File: src/rtl/mem_arbiter_if.sv
// Request/response and byte-wide memory bus shared by mem_arbiter and its requesters.
// Channel i occupies slice i of each flattened request bus.
interface mem_arbiter_if #(
  parameter int unsigned NCH    = 2,
  parameter int unsigned ADDR_W = 32,
  parameter int unsigned DATA_W = 32
);
  localparam int unsigned LenW = $clog2(DATA_W / 8) + 1;

  logic [NCH-1:0]        req_valid;
  logic [NCH-1:0]        req_wr;
  logic [NCH-1:0]        req_signed;
  logic [NCH*LenW-1:0]   req_len;
  logic [NCH*ADDR_W-1:0] req_addr;
  logic [NCH*DATA_W-1:0] req_wdata;
  logic [NCH-1:0]        req_ack;
  logic [NCH-1:0]        resp_valid;
  logic [DATA_W-1:0]     resp_rdata;
  logic [7:0]            mem_din;
  logic [7:0]            mem_dout;
  logic [ADDR_W-1:0]     mem_addr;
  logic                  mem_wr;

  modport slave (
    input  req_valid, req_wr, req_signed, req_len, req_addr, req_wdata, mem_din,
    output req_ack, resp_valid, resp_rdata, mem_dout, mem_addr, mem_wr
  );

  modport master (
    output req_valid, req_wr, req_signed, req_len, req_addr, req_wdata, mem_din,
    input  req_ack, resp_valid, resp_rdata, mem_dout, mem_addr, mem_wr
  );
endinterface

File: src/rtl/mem_arbiter.sv
// Multi-channel arbiter that serialises word-sized reads/writes onto a byte-wide memory bus.
// Fixed-priority or round-robin grant; each transaction runs to completion without preemption.
module mem_arbiter #(
  parameter int unsigned       NCH      = 2,
  parameter int unsigned       ADDR_W   = 32,
  parameter int unsigned       DATA_W   = 32,
  parameter int unsigned       RD_LAT   = 1,
  parameter int unsigned       ARB_MODE = 0,
  parameter logic [ADDR_W-1:0] IO_BASE  = 'h30000
) (
  input logic          clk_in,
  input logic          rst_in,
  input logic          rdy_in,
  input logic          clr_in,
  input logic          io_buffer_full,
  mem_arbiter_if.slave bus
);
  localparam int unsigned BYTES = DATA_W / 8;
  localparam int unsigned LEN_W = $clog2(BYTES) + 1;
  localparam int unsigned KW    = (BYTES > 1) ? $clog2(BYTES) : 1;
  localparam int unsigned PW    = (NCH > 1) ? $clog2(NCH) : 1;
  localparam int unsigned TW    = $clog2(BYTES + RD_LAT + 1) + 1;

  typedef enum logic [1:0] {StIdle, StRead, StWrite} state_e;

  state_e                  state_q, state_d;
  logic [PW-1:0]           ptr_q, ptr_d, grant_q, grant_d, win;
  logic                    win_found;
  logic [NCH-1:0]          elig, ack_q, ack_d, rv_q, rv_d;
  logic [ADDR_W-1:0]       base_q, base_d, maddr_q, maddr_d, sel_addr;
  logic [LEN_W-1:0]        len_q, len_d, sel_len;
  logic [TW-1:0]           t_q, t_d, t_next;
  logic                    sgn_q, sgn_d, wr_q, wr_d, sel_wr, sel_sgn;
  logic [7:0]              dout_q, dout_d;
  logic [DATA_W-1:0]       sel_wdata;
  logic [BYTES-1:0][7:0]   wdata_q, wdata_d, rbuf_q, rbuf_d, rdata_q, rdata_d;
  logic [KW-1:0]           kb, lastb;

  // An IO-space write is held off while the IO buffer is full; checked only at arbitration.
  always_comb begin
    for (int i = 0; i < NCH; i++) begin
      elig[i] = bus.req_valid[i] &
                ~(bus.req_wr[i] & (bus.req_addr[i*ADDR_W +: ADDR_W] >= IO_BASE) & io_buffer_full);
    end
  end

  // Two passes: channels at/after the pointer first, then wrap to those below it.
  always_comb begin
    win_found = 1'b0;
    win       = '0;
    for (int c = 0; c < NCH; c++) begin
      if (!win_found && elig[c] && (c >= int'(ptr_q))) begin
        win_found = 1'b1;
        win       = PW'(c);
      end
    end
    for (int c = 0; c < NCH; c++) begin
      if (!win_found && elig[c]) begin
        win_found = 1'b1;
        win       = PW'(c);
      end
    end
  end

  always_comb begin
    sel_addr  = '0;
    sel_len   = '0;
    sel_wdata = '0;
    sel_wr    = 1'b0;
    sel_sgn   = 1'b0;
    for (int c = 0; c < NCH; c++) begin
      if (PW'(c) == win) begin
        sel_addr  = bus.req_addr[c*ADDR_W +: ADDR_W];
        sel_len   = bus.req_len[c*LEN_W +: LEN_W];
        sel_wdata = bus.req_wdata[c*DATA_W +: DATA_W];
        sel_wr    = bus.req_wr[c];
        sel_sgn   = bus.req_signed[c];
      end
    end
  end

  always_comb begin
    state_d = state_q;
    ptr_d   = ptr_q;
    grant_d = grant_q;
    ack_d   = ack_q;
    rv_d    = rv_q;
    base_d  = base_q;
    maddr_d = maddr_q;
    len_d   = len_q;
    t_d     = t_q;
    sgn_d   = sgn_q;
    wr_d    = wr_q;
    dout_d  = dout_q;
    wdata_d = wdata_q;
    rbuf_d  = rbuf_q;
    rdata_d = rdata_q;
    t_next  = t_q + 1'b1;
    kb      = KW'(t_next - TW'(RD_LAT));
    lastb   = KW'(len_q - 1'b1);

    if (clr_in) begin
      state_d = StIdle;
      wr_d    = 1'b0;
      ack_d   = '0;
      rv_d    = '0;
      ptr_d   = '0;
    end else if (rdy_in) begin
      ack_d = '0;
      rv_d  = '0;
      case (state_q)
        StIdle: begin
          if (win_found) begin
            grant_d = win;
            ack_d   = NCH'(1) << win;
            base_d  = sel_addr;
            maddr_d = sel_addr;
            sgn_d   = sel_sgn;
            wdata_d = sel_wdata;
            t_d     = '0;
            if (sel_len == '0)                    len_d = LEN_W'(1);
            else if (sel_len > LEN_W'(BYTES))     len_d = LEN_W'(BYTES);
            else                                  len_d = sel_len;
            if (ARB_MODE == 1) ptr_d = (win == PW'(NCH - 1)) ? '0 : win + 1'b1;
            if (sel_wr) begin
              wr_d    = 1'b1;
              dout_d  = sel_wdata[7:0];
              state_d = StWrite;
            end else begin
              state_d = StRead;
            end
          end
        end
        StRead: begin
          t_d = t_next;
          if (t_next < TW'(len_q)) maddr_d = base_q + ADDR_W'(t_next);
          if (t_next >= TW'(RD_LAT)) rbuf_d[kb] = bus.mem_din;
          if (t_next == TW'(len_q) + TW'(RD_LAT - 1)) begin
            for (int b = 0; b < BYTES; b++) begin
              rdata_d[b] = (b < int'(len_q)) ? rbuf_d[b] : {8{sgn_q & rbuf_d[lastb][7]}};
            end
            rv_d    = NCH'(1) << grant_q;
            state_d = StIdle;
          end
        end
        StWrite: begin
          t_d = t_next;
          if (t_next < TW'(len_q)) begin
            maddr_d = base_q + ADDR_W'(t_next);
            dout_d  = wdata_q[KW'(t_next)];
          end else begin
            wr_d    = 1'b0;
            rv_d    = NCH'(1) << grant_q;
            state_d = StIdle;
          end
        end
        default: state_d = StIdle;
      endcase
    end
  end

  always_ff @(posedge clk_in or posedge rst_in) begin
    if (rst_in) begin
      state_q <= StIdle;
      ptr_q   <= '0;
      grant_q <= '0;
      ack_q   <= '0;
      rv_q    <= '0;
      base_q  <= '0;
      maddr_q <= '0;
      len_q   <= '0;
      t_q     <= '0;
      sgn_q   <= 1'b0;
      wr_q    <= 1'b0;
      dout_q  <= '0;
      wdata_q <= '0;
      rbuf_q  <= '0;
      rdata_q <= '0;
    end else begin
      state_q <= state_d;
      ptr_q   <= ptr_d;
      grant_q <= grant_d;
      ack_q   <= ack_d;
      rv_q    <= rv_d;
      base_q  <= base_d;
      maddr_q <= maddr_d;
      len_q   <= len_d;
      t_q     <= t_d;
      sgn_q   <= sgn_d;
      wr_q    <= wr_d;
      dout_q  <= dout_d;
      wdata_q <= wdata_d;
      rbuf_q  <= rbuf_d;
      rdata_q <= rdata_d;
    end
  end

  assign bus.req_ack    = ack_q;
  assign bus.resp_valid = rv_q;
  assign bus.resp_rdata = rdata_q;
  assign bus.mem_dout   = dout_q;
  assign bus.mem_addr   = maddr_q;
  assign bus.mem_wr     = wr_q & rdy_in;
endmodule
File: src/flat_wrapper.sv
// flat-port wrapper written by rule: the top's interface ports become plain ports
module mem_arbiter_flat 
#(
  parameter int unsigned       NCH      = 2,
  parameter int unsigned       ADDR_W   = 32,
  parameter int unsigned       DATA_W   = 32,
  parameter int unsigned       RD_LAT   = 1,
  parameter int unsigned       ARB_MODE = 0,
  parameter logic [ADDR_W-1:0] IO_BASE  = 'h30000
)
  (clk_in, rst_in, rdy_in, clr_in, io_buffer_full, bus_req_valid, bus_req_wr, bus_req_signed, bus_req_len, bus_req_addr, bus_req_wdata, bus_mem_din, bus_req_ack, bus_resp_valid, bus_resp_rdata, bus_mem_dout, bus_mem_addr, bus_mem_wr);
  mem_arbiter_if #(.NCH(NCH), .ADDR_W(ADDR_W), .DATA_W(DATA_W)) bus_i ();
  input logic clk_in;
  input logic rst_in;
  input logic rdy_in;
  input logic clr_in;
  input logic io_buffer_full;
  input wire logic [$bits(bus_i.req_valid)-1:0] bus_req_valid;
  input wire logic [$bits(bus_i.req_wr)-1:0] bus_req_wr;
  input wire logic [$bits(bus_i.req_signed)-1:0] bus_req_signed;
  input wire logic [$bits(bus_i.req_len)-1:0] bus_req_len;
  input wire logic [$bits(bus_i.req_addr)-1:0] bus_req_addr;
  input wire logic [$bits(bus_i.req_wdata)-1:0] bus_req_wdata;
  input wire logic [$bits(bus_i.mem_din)-1:0] bus_mem_din;
  output wire logic [$bits(bus_i.req_ack)-1:0] bus_req_ack;
  output wire logic [$bits(bus_i.resp_valid)-1:0] bus_resp_valid;
  output wire logic [$bits(bus_i.resp_rdata)-1:0] bus_resp_rdata;
  output wire logic [$bits(bus_i.mem_dout)-1:0] bus_mem_dout;
  output wire logic [$bits(bus_i.mem_addr)-1:0] bus_mem_addr;
  output wire logic [$bits(bus_i.mem_wr)-1:0] bus_mem_wr;
  assign bus_i.req_valid = bus_req_valid;
  assign bus_i.req_wr = bus_req_wr;
  assign bus_i.req_signed = bus_req_signed;
  assign bus_i.req_len = bus_req_len;
  assign bus_i.req_addr = bus_req_addr;
  assign bus_i.req_wdata = bus_req_wdata;
  assign bus_i.mem_din = bus_mem_din;
  assign bus_req_ack = bus_i.req_ack;
  assign bus_resp_valid = bus_i.resp_valid;
  assign bus_resp_rdata = bus_i.resp_rdata;
  assign bus_mem_dout = bus_i.mem_dout;
  assign bus_mem_addr = bus_i.mem_addr;
  assign bus_mem_wr = bus_i.mem_wr;
  mem_arbiter #(.NCH(NCH), .ADDR_W(ADDR_W), .DATA_W(DATA_W), .RD_LAT(RD_LAT), .ARB_MODE(ARB_MODE), .IO_BASE(IO_BASE)) u_core (.clk_in(clk_in), .rst_in(rst_in), .rdy_in(rdy_in), .clr_in(clr_in), .io_buffer_full(io_buffer_full), .bus(bus_i));
endmodule
File: config.mk
export PLATFORM = sky130hd
export DESIGN_NAME = mem_arbiter_flat
export DESIGN_NICKNAME = d
export VERILOG_FILES = /design/src/rtl/mem_arbiter_if.sv /design/src/rtl/mem_arbiter.sv /design/src/flat_wrapper.sv
export SDC_FILE = /design/constraint.sdc
export NUM_CORES = 1
export LEC_CHECK = 0
export ABC_AREA = 1
export CAP_MARGIN = 20
export CORE_MARGIN = 3
export CORE_UTILIZATION = 40
export CTS_CLUSTER_SIZE = 12
export DETAILED_ROUTE_END_ITERATION = 8
export PLACE_DENSITY = 0.69
export SKIP_CTS_REPAIR_TIMING = 1
export SYNTH_ARGS = -nofsm -noshare
export SYNTH_HDL_FRONTEND = slang
export SYNTH_SLANG_ARGS = --single-unit
File: constraint.sdc
create_clock -name clk_in -period 6.8 [get_ports clk_in]
set_input_delay 1.02 -clock clk_in [delete_from_list [all_inputs] [get_ports clk_in]]
set_output_delay 1.02 -clock clk_in [all_outputs]
set_load 0.005 [all_outputs]
# Word level (Yosys, flattened, before mapping)

Cells that the tools add are included.

Add/subtract/negate cells: 4
Eq/ne operators: 11
Shift operators: 2
Muxes and demuxes: 60
Bitwise gates (word level): 11
Reduce and logical (&&, ||, !) cells: 22
$lt $le $gt $ge: 13

Operators by type and width:

| cell                 | number |
|---|---|
| $mux 32              | 8 |
| $mux 8               | 10 |
| $ge 32x18->1 const B | 2 |
| $pmux 32 s2          | 1 |
| $add 32x4->32        | 1 |
| $bmux 8 s2           | 2 |
| $bwmux 32            | 1 |
| $mux 2               | 14 |
| $demux 8 s2          | 1 |
| $pmux 8 s2           | 1 |
| $reduce_and 4->1     | 4 |
| $mux 1               | 14 |
| $reduce_and 5->1     | 2 |
| $lt 2x3->1 const B   | 3 |
| $mux 3               | 3 |
| $ne 3x2->1 const B   | 3 |
| $and 1x1->1          | 8 |
| $ne 2x1->1 const B   | 4 |
| $pmux 4 s2           | 1 |
| $lt 1x3->1 const A   | 2 |
| $lt 2x3->1 const A   | 2 |
| $pmux 2 s3           | 1 |
| $reduce_and 6->1     | 1 |
| $reduce_bool 2->1    | 3 |
| 22 further kinds     | 31 |

Logic and storage cells: 146
Output and inout port bits: 77
Register bits after elaboration: 184
Input bits: 153

# Depth between registers and ports, before layout

Gate-level depths: netlist (run 1).

Word-level depth: 21
Gate-level depth with buffers: 16
Depth with buffers taken out: 16

# Worst setup path before layout (run 1)

OpenSTA, ideal clock, no wires.

Kind: register to register
Start point: register u_core.t_q[0]
End point: register u_core.maddr_q[31], in the netlist u_core.bus.mem_addr[31]
Cell stages (with the launch flop): 17
Path slack: 4.099 ns
Period minus slack after synthesis: 2.701 ns
Data arrival time: 2.636 ns
Required time: 6.735 ns
Library setup time: 0.065 ns
Buffers on the path: 1
Cell sequence: dfrtp_1 > inv_1 > clkbuf_1 > ha_1 > ha_1 > nand3_1 > nand2_1 > nand2_1 > o21ai_0 > nand2_1 > nor2_1 > nand2_1 > nor2_1 > nor2_1 > nand2_1 > nand3_1 > nand2_1

Longest elaborated chain between the ends: 4
Elaborated cells on any way between the ends: 7
Classes of those cells: 2 x add/sub; 1 x order compare; 1 x eq/ne; 2 x mux; 1 x reduce/logical

RTL lines:

| what                                            | line                                                       | RTL |
|---|---|---|
| start: declaration                              | mem_arbiter.sv:32                                          | `logic [TW-1:0] t_q, t_d, t_next;` |
| start signal: assignment                        | mem_arbiter.sv:188                                         | `t_q <= t_d;` |
| $add 4x1->4 *                                   | mem_arbiter.sv:98                                          | `t_next = t_q + 1'b1;` |
| $add 32x4->32 or $lt 4x3->1 (tied branches)     | mem_arbiter.sv:136, mem_arbiter.sv:149, mem_arbiter.sv:148 |  |
| $mux 32 or $ne 2x1->1 (tied branches)           | -                                                          |  |
| $pmux 32 s2 or $reduce_and 5->1 (tied branches) | -                                                          |  |
| end signal: assignment                          | mem_arbiter.sv:186                                         | `maddr_q <= maddr_d;` |
| end: declaration                                | mem_arbiter.sv:30                                          | `logic [ADDR_W-1:0] base_q, base_d, maddr_q, maddr_d, sel_addr;` |

Every way passes the cells marked *; elsewhere a longest branch is shown, timed or not. The select of a mux whose other input is x is not followed.
A chain may end at the register's enable or synchronous reset.

# Worst setup path in the final report (run 1)

Start point: register u_core.t_q[0]
End point: register u_core.rdata_q, in the netlist u_core.bus.resp_rdata[30]

Longest elaborated chain between the ends: 15
Elaborated cells on any way between the ends: 19
Classes of those cells: 2 x add/sub; 3 x order compare; 1 x eq/ne; 10 x mux; 1 x bitwise; 2 x reduce/logical

RTL lines:

| what                                                           | line               | RTL |
|---|---|---|
| $add 4x1->4 *                                                  | mem_arbiter.sv:98  |  |
| $sub 2x1->2                                                    | mem_arbiter.sv:99  | `kb = KW'(t_next - TW'(RD_LAT));` |
| $lt 2x3->1 (implied by the code) or $ge 2x1->1 (tied branches) | mem_arbiter.sv:137 | `if (t_next >= TW'(RD_LAT)) rbuf_d[kb] = bus.mem_din;` |
| $logic_and 1x1->1 (implied by the code)                        | mem_arbiter.sv:137 |  |
| $mux 8 (implied by the code)                                   | mem_arbiter.sv:137 |  |
| $demux 8 s2                                                    | -                  |  |
| $bwmux 32                                                      | mem_arbiter.sv:137 |  |
| $mux 32                                                        | mem_arbiter.sv:137 |  |
| $mux 32                                                        | mem_arbiter.sv:111 | `case (state_q)` |
| $mux 32                                                        | mem_arbiter.sv:108 | `end else if (rdy_in) begin` |
| $mux 32                                                        | mem_arbiter.sv:102 | `if (clr_in) begin` |
| $bmux 8 s2                                                     | mem_arbiter.sv:140 | `rdata_d[b] = (b < int'(len_q)) ? rbuf_d[b] : {8{sgn_q & rbuf_d[lastb][7]}};` |
| $mux 8 (implied by the code)                                   | mem_arbiter.sv:140 |  |
| $and 1x1->1                                                    | mem_arbiter.sv:140 |  |
| $mux 8                                                         | mem_arbiter.sv:140 |  |
| end signal: assignment                                         | mem_arbiter.sv:194 | `rdata_q <= rdata_d;` |
| end: declaration                                               | mem_arbiter.sv:36  | `logic [BYTES-1:0][7:0] wdata_q, wdata_d, rbuf_q, rbuf_d, rdata_q, rdata_d;` |

Marked as above.

==> results of run 1 <==
==> logic make-up after synthesis <==
| kind of cell | count (synthesis) |
|---|---|
| AND/OR/NAND/NOR | 648 |
| AO/OA/AOI/OAI | 325 |
| buffers and inverters | 204 |
| flip-flops | 184 |
| XOR/XNOR | 15 |
| adder cells (fa/ha/maj) | 15 |
==> per-layer routing <==
metal | share of wire (%) | up-vias | wire length (um)
li1 | - | 4900 | -
met1 | 46 | 4473 | 13600
met2 | 46 | 312 | 13500
met3 | 5.9 | 29 | 1740
met4 | 1.6 | 2 | 456
met5 | 0.027 | - | 8
==> final cells by class <==
type	count	area [um2]
repair buffers	238	2360
fillers	2346	11400
inverters	141	534
flip-flops and latches	184	4600
clock inverters	15	198
well taps	324	405
clock buffers	17	425
multi-input cells	1003	4820
==> sequential cells by signal, indices dropped and copies added (netlist names) <==
signal and flops:
u_core.rbuf_q 32, u_core.wr_q 1, u_core.grant_q 1, u_core.t_q 4, u_core.bus.req_ack 2, u_core.bus.resp_rdata 32, u_core.sgn_q 1, u_core.bus.mem_dout 8
u_core.bus.resp_valid 2, u_core.base_q 32, u_core.wdata_q 32, u_core.state_q 2, u_core.len_q 3, u_core.bus.mem_addr 32
==> worst paths after layout <==
kind	slack [ps]	start	cells past startpoint	end
worst max register to register	2800	u_core.t_q[0]	8	u_core.bus.resp_rdata[30]
worst min register to register	480	u_core.bus.mem_addr[5]	2	u_core.bus.mem_addr[5]
min in group asynchronous	1100	rst_in	2	u_core.bus.mem_addr[7]
worst min-delay path	480	u_core.bus.mem_addr[5]	2	u_core.bus.mem_addr[5]
max in group asynchronous	4430	rst_in	3	u_core.bus.mem_dout[1]
worst max-delay path	2800	u_core.t_q[0]	8	u_core.bus.resp_rdata[30]
==> worst max-delay path, stage by stage (launching register included) <==
cell,delay (ps)
sky130_fd_sc_hd__dfrtp_1,700
sky130_fd_sc_hd__inv_1,510
sky130_fd_sc_hd__ha_1,620
sky130_fd_sc_hd__ha_1,380
sky130_fd_sc_hd__nand4_1,220
sky130_fd_sc_hd__nor2_4,650
sky130_fd_sc_hd__inv_2,420
sky130_fd_sc_hd__a21oi_1,260
sky130_fd_sc_hd__a21oi_1,90
==> cell usage in the layout, fill, tap and decap left out, drive strengths merged, types with 15 or more instances in the layout <==
master,n
nand2,410
inv,145
or2,43
o21ai,190
nor2,104
clkdlybuf4s50,229
a21oi,97
nand3,58
clkbuf,17
dfrtp,184
nand4,15
==> power by group through the flow <==
stage | Clock, mW | Sequential (mW) | Combinational [mW]
after floorplan | 0 | 1.74 | 0.939
after global placement | 0 | 1.80 | 1.65
after detailed placement | 0 | 1.80 | 1.68
after CTS | 1.05 | 1.79 | 1.69
after global routing | 1.09 | 1.84 | 1.89
final | 1.03 | 1.79 | 1.67
==> metrics by stage <==
stage               utilization [%]  cells  hold WS [ps]
global placement               51.4   1890           461
CTS                            53.9   1922           484
detailed placement             51.4   1890           465
floorplan                         -   1391           448
global route                   53.9   1922           500
finish                         53.9   1922           480
==> results.py, run 1 <==
metrics = {
    "outcome": {
        "status": "complete, no violations",
    },
    "timing": {
        "relSlewSlack_pct": 36.8,
        "slew_viol_final": 0,
        "period_needed_ps": 4000,
        "fin_ws_ps": 2800,
        "timing.final.setup_violations": 0,
        "finalClockSkew_ps": 10.8,
        "final.period_utilization_pct": 58.8,
        "hold_viol_final": 0,
        "total_negative_slack_ps": 0,
        "worst_max_slew_pin_slew_ps": 948,
        "grt_setup_unrepaired": "false",
        "fmaxAchievable_ghz": 0.250,
    },
    "grt": {
        "grt.busiest_layer": "met2",
        "groute.layer.met3.usage_pct": 4.05,
        "grt_antenna_before_repair": 1,
        "grt_pass1_vias": 9235,
        "grt_max_degree": 99,
        "grt.met1_usage_pct": 29.1,
        "grt_use_met2_pct": 33.6,
        "grt_first_pass_wirelength_um": 47600,
        "grt.overflow.total": 0,
        "grtUsageTotal_pct": 20.9,
    },
    "synthesis": {
        "number_of_distinct_library_cells_after_synthesis": 43,
        "synth_largest_area_cell": "sky130_fd_sc_hd__dfrtp_1",
        "multiplexer_share_of_the_synthesized_area_pct": 0,
        "post_synth.cell_area_avg_um2": 7.36,
        "synthXorXnorAreaFrac_pct": 1.36,
        "yosysSeqAreaShare_pct": 45.0,
        "postSynth.topFlopCell": "sky130_fd_sc_hd__dfrtp_1",
        "synth_most_common_cell": "sky130_fd_sc_hd__nand2_1",
        "share_of_the_synthesized_area_in_compound_gates_ao_oa_aoi_oai_pct": 17.2,
        "most_area_consuming_cells_after_synthesis": "sky130_fd_sc_hd__dfrtp_1, sky130_fd_sc_hd__nand2_1, sky130_fd_sc_hd__o21ai_0, sky130_fd_sc_hd__inv_1, sky130_fd_sc_hd__a21oi_1",
        "syn_inst": 1391,
        "post_synth_fa_ha_maj_area_fraction_pct": 1.91,
        "async_flop_share_pct": 100,
        "synth_commonest_cells": "sky130_fd_sc_hd__nand2_1, sky130_fd_sc_hd__dfrtp_1, sky130_fd_sc_hd__o21ai_0",
        "synth_top_area_share_pct": 45.0,
        "largest_family_of_logic_cells_by_synthesized_area": "simple AND/OR/NAND/NOR gates",
        "yosys_register_bits": 184,
        "syn_nets": 1559,
        "syn_area_um2": 10200,
        "synth_edf_count": 0,
        "yosys.area_share.simple_pct": 26.6,
        "ys_warn_count": 0,
    },
    "power": {
        "total_power_mw": 4.49,
        "p_switching_mw": 1.65,
        "power.clock.fraction_pct": 22.9,
        "switching_power_as_a_share_of_total_power_pct": 36.6,
        "power_per_unit_of_standard_cell_area_nw_per_um2": 336,
        "intPower_mw": 2.85,
        "power.leakage_nw": 6.28,
        "power_frac_comb_pct": 37.2,
        "peakVddDrop_mv": 0.166,
        "pwr-share-seq_pct": 39.8,
    },
    "floorplanning": {
        "floorplan.core_area_um2": 24700,
        "die_area_um2": 27500,
        "io_pins": 230,
        "die_height_um": 166,
        "die_width_um": 166,
        "rows": 57,
        "initial_core_util_pct": 41.4,
    },
    "critical_path": {
        "required_ps": 7120,
        "worst_endpoint_data_arrival_time_ps": 4310,
        "worstSetupPathType": "flop to flop",
        "worstPathMaxFanout": 36,
        "crit_path_end_kind": "flop",
        "setup.worst_path.start_class": "flop",
    },
    "clock_network": {
        "insertion_delay_ps": 440,
        "number_of_h_tree_levels": 4,
        "clk_pin_slew_ps": 80,
        "max-clock-path-buffers": 2,
        "cts_buffers": 17,
        "root_buffer": "sky130_fd_sc_hd__clkbuf_16",
        "cts_num_sinks": 184,
        "cts_tree": "yes",
    },
    "finish": {
        "fin_nets": 1753,
        "insertedDiodeCount": 0,
        "drive_gt1_share_pct": 5.82,
        "area_delta_synth_final_pct": 30.4,
        "design_area_um2": 13400,
    },
    "routing": {
        "route.detailed.drc": 0,
        "dr.pass1.iters": 5,
        "drt_iter0_markers": 730,
        "num_vias": 9716,
        "vias_per_cell": 5.06,
        "antenna_violating_nets_post_route": 0,
        "route.detailed.wl_per_inst_um": 15.3,
        "wirelength_um": 29400,
    },
    "place": {
        "globalplace.congestion": 0.864,
        "detailed_placement_hpwl_um": 21200,
        "port-buffer-count": 229,
        "dpl_worst_slack_ps": 2480,
        "placed_area_um2": 12700,
    },
    "min_path": {
        "class_of_the_tightest_hold_or_removal_check": "flop to flop",
    },
    "flow_run": {
        "max_cap_violations": 0,
    },
}
Note: power is estimated with default switching activity, not from simulation.
==> inputs of run 2 (changes only) <==
==> constraint.sdc (replaced) <==
create_clock -name clk_in -period 3.7 [get_ports clk_in]
set_input_delay 0.555 -clock clk_in [delete_from_list [all_inputs] [get_ports clk_in]]
set_output_delay 0.555 -clock clk_in [all_outputs]
set_load 0.005 [all_outputs]
==> run 2 against run 1 <==
Net effect: via count up 1.2%; fmax increased by 34%; sequential power increased by 83%; non-clock buffer count rose by 9; utilization increased by 0.23 points; largest power group unchanged; die area unchanged.
==> results.py, run 2 (same netlist as run 1, synthesis figures left out) <==
metrics = {
    "routing": {
        "dr.pass1.iters": 5,
        "wirelength_um": 29700,
        "antenna_violating_nets_post_route": 0,
        "num_vias": 9830,
        "drt_iter0_markers": 696,
        "route.detailed.wl_per_inst_um": 15.4,
        "vias_per_cell": 5.09,
        "route.detailed.drc": 0,
    },
    "finish": {
        "final_standard_cell_utilization_of_the_core_pct": 54.2,
        "drive_gt1_share_pct": 6.35,
        "design_area_um2": 13400,
        "sequential_cell_area_um2": 4600,
        "fin_nets": 1762,
        "multi_input_comb_area_um2": 4820,
        "layout.cells.most_common": "sky130_fd_sc_hd__nand2_1",
        "area_delta_synth_final_pct": 31.0,
        "insertedDiodeCount": 0,
        "num-fill-cells": 2337,
        "layout.cells.most_common_list": "sky130_fd_sc_hd__nand2_1, sky130_fd_sc_hd__clkdlybuf4s50_1, sky130_fd_sc_hd__o21ai_0, sky130_fd_sc_hd__dfrtp_1, sky130_fd_sc_hd__inv_1",
    },
    "timing": {
        "worst_max_slew_pin_slew_ps": 917,
        "final.period_utilization_pct": 80.8,
        "finalClockSkew_ps": 11.9,
        "timing.final.setup_violations": 0,
        "fin_ws_ps": 711,
        "total_negative_slack_ps": 0,
        "relSlewSlack_pct": 38.8,
        "grt_setup_unrepaired": "false",
        "fmaxAchievable_ghz": 0.335,
        "hold_viol_final": 0,
        "period_needed_ps": 2990,
        "slew_viol_final": 0,
    },
    "floorplanning": {
        "die_width_um": 166,
        "io_pins": 230,
        "rows": 57,
        "die_height_um": 166,
        "floorplan.core_area_um2": 24700,
        "initial_core_util_pct": 41.4,
        "die_area_um2": 27500,
    },
    "grt": {
        "grtUsageTotal_pct": 21.4,
        "grt_antenna_before_repair": 1,
        "grt.overflow.total": 0,
        "grt_first_pass_wirelength_um": 49000,
        "grt_pass1_vias": 9497,
        "grt_max_degree": 133,
    },
    "clock_network": {
        "clk_pin_slew_ps": 70,
        "cts_buffers": 17,
        "insertion_delay_ps": 430,
        "max-clock-path-buffers": 2,
        "number_of_h_tree_levels": 4,
        "root_buffer": "sky130_fd_sc_hd__clkbuf_16",
        "cts_tree": "yes",
        "cts_num_sinks": 184,
    },
    "outcome": {
        "status": "complete, no violations",
    },
    "flow_run": {
        "max_cap_violations": 0,
    },
    "power": {
        "power.clock.fraction_pct": 22.4,
        "power_per_unit_of_standard_cell_area_nw_per_um2": 615,
        "power.leakage_nw": 6.32,
        "pwr-share-seq_pct": 39.7,
        "power_frac_comb_pct": 37.9,
        "switching_power_as_a_share_of_total_power_pct": 36.1,
        "total_power_mw": 8.24,
        "intPower_mw": 5.26,
        "p_switching_mw": 2.98,
        "peakVddDrop_mv": 0.305,
    },
    "critical_path": {
        "required_ps": 4070,
        "setup.worst_path.start_class": "flop",
        "worstSetupPathType": "flop to flop",
        "crit_path_end_kind": "flop",
        "worstPathMaxFanout": 11,
        "worst_endpoint_data_arrival_time_ps": 3360,
    },
    "place": {
        "globalplace.congestion": 0.863,
        "detailed_placement_hpwl_um": 21500,
        "port-buffer-count": 229,
        "dpl_worst_slack_ps": 597,
        "placed_area_um2": 12800,
    },
    "min_path": {
        "class_of_the_tightest_hold_or_removal_check": "flop to flop",
    },
}
-- run 2: cell types whose count changed in the layout (fill, tap and decap cells not counted) --
cell                         delta
sky130_fd_sc_hd__clkinv_8       -5
sky130_fd_sc_hd__clkinv_2       +1
sky130_fd_sc_hd__clkinv_4       -1
sky130_fd_sc_hd__clkbuf_8       +2
sky130_fd_sc_hd__clkinvlp_4     +3
sky130_fd_sc_hd__buf_12         +2
sky130_fd_sc_hd__buf_4          +7
-- run 2: critical path: stages, from the launching register on --
cell	delay [ps]
sky130_fd_sc_hd__dfrtp_1	440
sky130_fd_sc_hd__inv_1	90
sky130_fd_sc_hd__ha_1	500
sky130_fd_sc_hd__ha_1	370
sky130_fd_sc_hd__nand3_1	60
sky130_fd_sc_hd__nand2_1	120
sky130_fd_sc_hd__nand2_1	60
sky130_fd_sc_hd__o21ai_0	280
sky130_fd_sc_hd__nand2_1	210
sky130_fd_sc_hd__nor2_1	280
sky130_fd_sc_hd__nand2_1	110
sky130_fd_sc_hd__nor2_1	100
sky130_fd_sc_hd__nor2_1	40
sky130_fd_sc_hd__nand2_1	70
sky130_fd_sc_hd__nand3_1	120
sky130_fd_sc_hd__nand2_1	90
-- run 2: layer usage --
metal | up-vias | share of wire, % | track usage, %
li1 | 4920 | - | -
met1 | 4607 | 46 | 29.8
met2 | 283 | 47 | 35.4
met3 | 18 | 5.5 | 3.83
met4 | 2 | 0.76 | 4.01
met5 | - | 0.044 | 0
-- run 2: area by class of cell --
cell class	instances	area share [%]
Inverter	141	3.98
Clock inverter	13	1.02
Multi-Input combinational cell	1003	36.0
Tap cell	324	3.02
Sequential cell	184	34.3
Clock buffer	19	3.38
Timing Repair Buffer	247	18.3
-- run 2: power by group through the flow --
stage / Combinational (mW) / Clock [mW] / Sequential, mW
final: 3.12 / 1.85 / 3.27
after global routing: 3.53 / 1.96 / 3.37
after CTS: 3.16 / 1.88 / 3.27
after detailed placement: 3.14 / 0 / 3.29
after global placement: 3.07 / 0 / 3.28
after floorplan: 1.73 / 0 / 3.20
-- run 2: path summary, 6_finish.rpt --
kind                                           end  slack [ps]  cells after the start                     from
max reg2reg                u_core.bus.mem_addr[31]         710                     15            u_core.t_q[0]
min                        u_core.bus.mem_addr[10]         480                      2  u_core.bus.mem_addr[10]
max in group asynchronous   u_core.bus.mem_dout[1]        2430                      3                   rst_in
max                        u_core.bus.mem_addr[31]         710                     15            u_core.t_q[0]
min reg2reg                u_core.bus.mem_addr[10]         480                      2  u_core.bus.mem_addr[10]
min in group asynchronous         u_core.base_q[7]         670                      3                   rst_in
-- run 2: through the flow --
| step | cells | hold slack, ps |
|---|---|---|
| finish | 1931 | 481 |
| global route | 1931 | 500 |
| CTS | 1931 | 484 |
| detailed placement | 1899 | 464 |
| global placement | 1899 | 461 |
| floorplan | 1391 | 448 |
